===== config.mk =====
export PLATFORM = sky130hd
export DESIGN_NAME = pg_pulse_meas
export DESIGN_NICKNAME = d
export VERILOG_FILES = /design/src/rtl/pg_pulse_meas.sv
export SDC_FILE = /design/constraint.sdc
export NUM_CORES = 1
export LEC_CHECK = 0
export CAP_MARGIN = 40
export CORE_ASPECT_RATIO = 1.5
export CORE_MARGIN = 3
export CORE_UTILIZATION = 30
export CTS_CLUSTER_DIAMETER = 60
export DETAILED_ROUTE_END_ITERATION = 16
export PLACE_DENSITY_LB_ADDON = 0.15
export SLEW_MARGIN = 40
export SYNTH_ARGS = -nofsm -noshare
export SYNTH_HDL_FRONTEND = slang
export SYNTH_SLANG_ARGS = --single-unit

===== constraint.sdc =====
create_clock -name i_clk -period 2.49 [get_ports i_clk]
set_input_delay 0.498 -clock i_clk [delete_from_list [all_inputs] [get_ports i_clk]]
set_output_delay 0.498 -clock i_clk [all_outputs]
set_load 0.1 [all_outputs]

===== src/rtl/pg_pulse_meas.sv =====
// Measures one pulse's synchronised high width and rise-to-rise period in i_clk cycles, from an arm command.
// Results appear on the clock edge that sees the terminating edge and stay held until the next arm; there is no backpressure.
module pg_pulse_meas #(
  parameter int CNT_W       = 24,
  parameter int SYNC_STAGES = 2
) (
  input  logic             i_clk,
  input  logic             i_res_n,
  input  logic             i_sig,
  input  logic             i_arm,
  output logic             o_busy,
  output logic             o_valid,
  output logic [CNT_W-1:0] o_width,
  output logic [CNT_W-1:0] o_period,
  output logic             o_ovf
);

  localparam int MASK_N = SYNC_STAGES + 1;
  localparam int MASK_W = $clog2(MASK_N + 1);
  localparam logic [CNT_W-1:0] CNT_MAX = '1;

  typedef enum logic [2:0] {
    IDLE,
    WAIT_RISE,
    HIGH,
    LOW,
    DONE
  } state_t;

  state_t                  state;
  logic [SYNC_STAGES-1:0]  sync_q;
  logic                    s_d;
  logic [MASK_W-1:0]       mask_cnt;
  logic [CNT_W-1:0]        cnt;

  logic s;
  logic edge_en;
  logic rise;
  logic fall;
  logic at_max;
  logic [CNT_W-1:0] cnt_inc;

  assign s       = sync_q[SYNC_STAGES-1];
  assign edge_en = (mask_cnt == MASK_W'(MASK_N));
  assign rise    = edge_en & s & ~s_d;
  assign fall    = edge_en & ~s & s_d;
  assign at_max  = (cnt == CNT_MAX);
  // Saturating increment: the overflow rule, not wrap-around, ends a long measurement.
  assign cnt_inc = at_max ? cnt : cnt + CNT_W'(1);

  always_ff @(posedge i_clk or negedge i_res_n) begin
    if (!i_res_n) begin
      sync_q   <= '0;
      s_d      <= 1'b0;
      mask_cnt <= '0;
    end else begin
      sync_q <= {sync_q[SYNC_STAGES-2:0], i_sig};
      s_d    <= s;
      // Keeps a level that is already high at reset from looking like a rise.
      if (!edge_en)
        mask_cnt <= mask_cnt + MASK_W'(1);
    end
  end

  always_ff @(posedge i_clk or negedge i_res_n) begin
    if (!i_res_n) begin
      state    <= IDLE;
      cnt      <= '0;
      o_busy   <= 1'b0;
      o_valid  <= 1'b0;
      o_width  <= '0;
      o_period <= '0;
      o_ovf    <= 1'b0;
    end else if (i_arm) begin
      state    <= WAIT_RISE;
      cnt      <= '0;
      o_busy   <= 1'b1;
      o_valid  <= 1'b0;
      o_width  <= '0;
      o_period <= '0;
      o_ovf    <= 1'b0;
    end else begin
      case (state)
        IDLE: begin
        end
        WAIT_RISE: begin
          if (rise) begin
            cnt   <= CNT_W'(1);
            state <= HIGH;
          end
        end
        HIGH: begin
          if (fall) begin
            o_width <= cnt;
            cnt     <= cnt_inc;
            state   <= LOW;
          end else if (at_max && !rise) begin
            o_width  <= CNT_MAX;
            o_period <= CNT_MAX;
            o_ovf    <= 1'b1;
            o_busy   <= 1'b0;
            o_valid  <= 1'b1;
            state    <= DONE;
          end else begin
            cnt <= cnt_inc;
          end
        end
        LOW: begin
          if (rise) begin
            o_period <= cnt;
            o_busy   <= 1'b0;
            o_valid  <= 1'b1;
            state    <= DONE;
          end else if (at_max && !fall) begin
            o_period <= CNT_MAX;
            o_ovf    <= 1'b1;
            o_busy   <= 1'b0;
            o_valid  <= 1'b1;
            state    <= DONE;
          end else begin
            cnt <= cnt_inc;
          end
        end
        DONE: begin
        end
        default: state <= IDLE;
      endcase
    end
  end

endmodule


==> metrics.csv <==
stage;metric;value;unit
placement;Post-DP HPWL;7880;um
global_route;first-pass GRT wire length;18200;um
global_route;initial antenna violation count;0;
routing;total number of vias;3277;
routing;DRT Wirelength;11300;um
die;# rows;51;
critical_path;RR Startpoint;cnt[1];
placement;global placer's final weighted congestion;0.870;
clock_tree;Clock Sinks;83;
sta;RSZ-0062 raised after global routing;false;
die;core area;13000;um^2
sta;clk_skew;0.00761;ns
routing;DRC Markers;0;
layout;post-route cell area;5080;um^2
clock_tree;clock-pin slew of the registers on the worst-case setup and hold paths;0.06;ns
critical_path;slowest stage delay, CP;0.50;ns
sta;Slew @ Worst Pin;0.494;ns
layout;Final #Nets;463;
layout;post-route insts no fill;621;
critical_path;worst-path cell chain;ha_1 > and4_2 > nand4_1 > buf_4 > buf_4 > or4_1 > a32oi_1 > nand2_1;
routing;drt pass-1 iters;4;
global_route;vias in the first global route;3333;
synthesis;Yosys reg bits;83;
routing;antenna viol nets, final;0;
die;Die ar.;14800;um^2
critical_path;CP required;2.71;ns
run_status;status;finished clean;
sta;Max Freq;431;MHz
synthesis;predominant post-synthesis flop cell;dfrtp_1;
critical_path;Worst Path Max Fanout;8;
die;# IOs;55;
power_and_ir_drop;switching power;0.819;mW
clock_tree;CTS tree;built;
critical_path;CP max-delay cell;or4_1;
global_route;Total GRT Usage;0.159;
sta;WHS;0.0661;ns
sta;Hold Fails Final Rpt;0;
sta;Rel. slew slack;0.671;
layout;most common cell after layout, fill and taps aside;buf_4;
synthesis;sequential fraction of the synthesis area;0.518;
synthesis;post-synthesis cell area;4010;um^2
synthesis;post-synth cell types;57;
die;die span in x;100;um
power_and_ir_drop;Pwr Density;627;nW/um^2
layout;P&R area growth vs syn;26.7;%
power_and_ir_drop;clock share of power;0.456;
layout;Multi-input gate area;1680;um^2
power_and_ir_drop;internal power;2.37;mW
clock_tree;htree depth;3;
synthesis;async set-or-reset flop fraction in the synthesized netlist;1.00;
clock_tree;CTS Buffer Depth;2;
placement;IO buf count;54;
sta;TNS Setup;0;ns
routing;routed vias/inst;5.28;
power_and_ir_drop;IR drop worst, VDD;0.000286;V
critical_path;most frequent CP cell;buf_4;
clock_tree;Inserted Clock Buffers;9;
sta;Min Clock Period, post-route;2.32;ns
critical_path;worst setup path start;cnt[1];
power_and_ir_drop;Logic pwr share;0.108;
synthesis;Syn Nets;397;
synthesis;Mapped Cells;391;
sta;Final Setup Violations;0;
clock_tree;clk_lat worst skew;0.34;ns
routing;DR WL/cell;18.2;um
hold_path;Hold Crit Class;input port to async pin;
power_and_ir_drop;sw frac;0.257;
critical_path;CP Launch Type;flip-flop;
placement;Placed Instances;603;
routing;Initial DRC Count;174;
synthesis;Post-Syn Area per Cell;10.3;um^2
global_route;GRT Residual Overflow;0;
layout;diode count;0;
clock_tree;Clock Tree Root;clkbuf_16;
layout;Fillers;1330;
job;Max-Cap Viols;0;
critical_path;Critical Path Sink Type;flip-flop;
power_and_ir_drop;leak pwr;2.30;nW
power_and_ir_drop;Overall Power;3.18;mW
critical_path;crit path DAT;2.55;ns
critical_path;kind of critical path;flip-flop to flip-flop;
sta;Final Cycle Share;0.933;
layout;most frequent cells in the layout;buf_4 (84), dfrtp_1 (83), nor2_1 (33), nand2_1 (29), inv_1 (29);
global_route;largest net degree at the start of global routing;41;
layout;Sequential cell area;2080;um^2
critical_path;Reg2Reg Depth;8;
synthesis;Post-synth EDFFs;0;
die;Die Ht;148;um
sta;Slew Viols, Final;0;
power_and_ir_drop;sequential power share;0.436;
synthesis;yosys warns;0;
die;Starting Density;0.308;
layout;fraction of layout cells with a size suffix above 1;0.305;
placement;DP Area;4730;um^2
## per-stage QoR
stage / worst slack [ns] / util
floorplan: 0.290 / -
global placement: 0.127 / 0.363
detailed placement: 0.0331 / 0.363
CTS: 0.00118 / 0.389
global route: 0.0439 / 0.390
finish: 0.168 / 0.390
## worst paths after layout
| check | endpoint | slack, ns |
|---|---|---|
| max | cnt[20] | 0.17 |
| min | o_period[21] | 0.07 |
| max reg2reg | cnt[20] | 0.17 |
| min reg2reg | sync_q[1] | 0.35 |
| max in group asynchronous | cnt[0] | 1.83 |
| min in group i_clk | sync_q[1] | 0.35 |
## metal layers
metal | wire length, um | up-vias | global-route usage
met5 | 0 | - | 0
met2 | 5840 | 71 | 0.270
met1 | 4890 | 1603 | 0.196
met4 | 228 | 0 | 0.0566
met3 | 370 | 15 | 0.0364
li1 | - | 1588 | -
## synth_stat cells, types with 2 or more instances
master | count | share of area
o211ai_1 | 7 | 0.013
o221a_2 | 23 | 0.065
inv_1 | 29 | 0.027
nand2b_1 | 4 | 0.0062
o21ai_0 | 11 | 0.014
nand2_2 | 2 | 0.0031
clkbuf_2 | 2 | 0.0025
and4_1 | 6 | 0.013
nand4_1 | 6 | 0.0094
nor3_1 | 7 | 0.0087
buf_6 | 2 | 0.0056
nand2_1 | 29 | 0.027
clkbuf_1 | 21 | 0.020
o32ai_1 | 2 | 0.0044
o21a_1 | 2 | 0.0037
a21o_1 | 6 | 0.011
or3_1 | 4 | 0.0062
xnor2_1 | 2 | 0.0044
nor2b_1 | 4 | 0.0062
o41ai_1 | 4 | 0.0087
a21oi_1 | 18 | 0.022
a22o_1 | 2 | 0.0044
a211o_1 | 3 | 0.0066
a211oi_1 | 24 | 0.045
nand3_1 | 11 | 0.014
dfrtp_1 | 83 | 0.52
and3_1 | 2 | 0.0031
nor2_1 | 33 | 0.031
ha_1 | 2 | 0.0062
buf_2 | 7 | 0.0087
o31ai_1 | 6 | 0.011
nor4_1 | 2 | 0.0031
## power groups by stage
stage                     Combinational (mW)  Clock, mW  Sequential, mW
after global routing                   0.369       1.55            1.39
after floorplan                        0.114          0            1.52
after global placement                 0.346          0            1.41
after detailed placement               0.347          0            1.41
after CTS                              0.348       1.50            1.39
final                                  0.344       1.45            1.39
## cells by family after synthesis
kind of cell	count (synthesis)	synth area share
AO/OA/AOI/OAI	121	0.245
XOR/XNOR	2	0.00437
adder cells (fa/ha/maj)	2	0.00624
buffers and inverters	62	0.0655
flip-flops	83	0.518
multiplexers	1	0.00281
AND/OR/NAND/NOR	120	0.158
## sequential cells by signal, summed over array words and instances, names as in the netlist
register,flops
cnt,24
o_period,24
o_ovf,1
o_busy,1
state,3
sync_q,2
o_width,24
s_d,1
mask_cnt,2
o_valid,1
## repair_timing
action / in CTS / in global routing
endpoints found under the setup margin: 0 / 58
resized for setup: 0 / 4
buffers inserted: 0 / 2
hold buffers: 0 / 0
## area by class of cell
cell class / instances / area share
Sequential cell: 83 / 0.409
Multi-Input combinational cell: 246 / 0.330
Timing Repair Buffer: 88 / 0.136
Clock buffer: 10 / 0.0470
Tap cell: 159 / 0.0391
Inverter: 29 / 0.0214
Clock inverter: 6 / 0.0175
## critical path: cells and delay by family, from the launching register on
kind | cells | cell delay [ns]
AND/OR/NAND/NOR | 4 | 1.02
AO/OA/AOI/OAI | 1 | 0.21
adder cells (fa/ha/maj) | 1 | 0.25
buffers and inverters | 2 | 0.31
flip-flops | 1 | 0.43
Note: power is estimated with default switching activity, not from simulation.
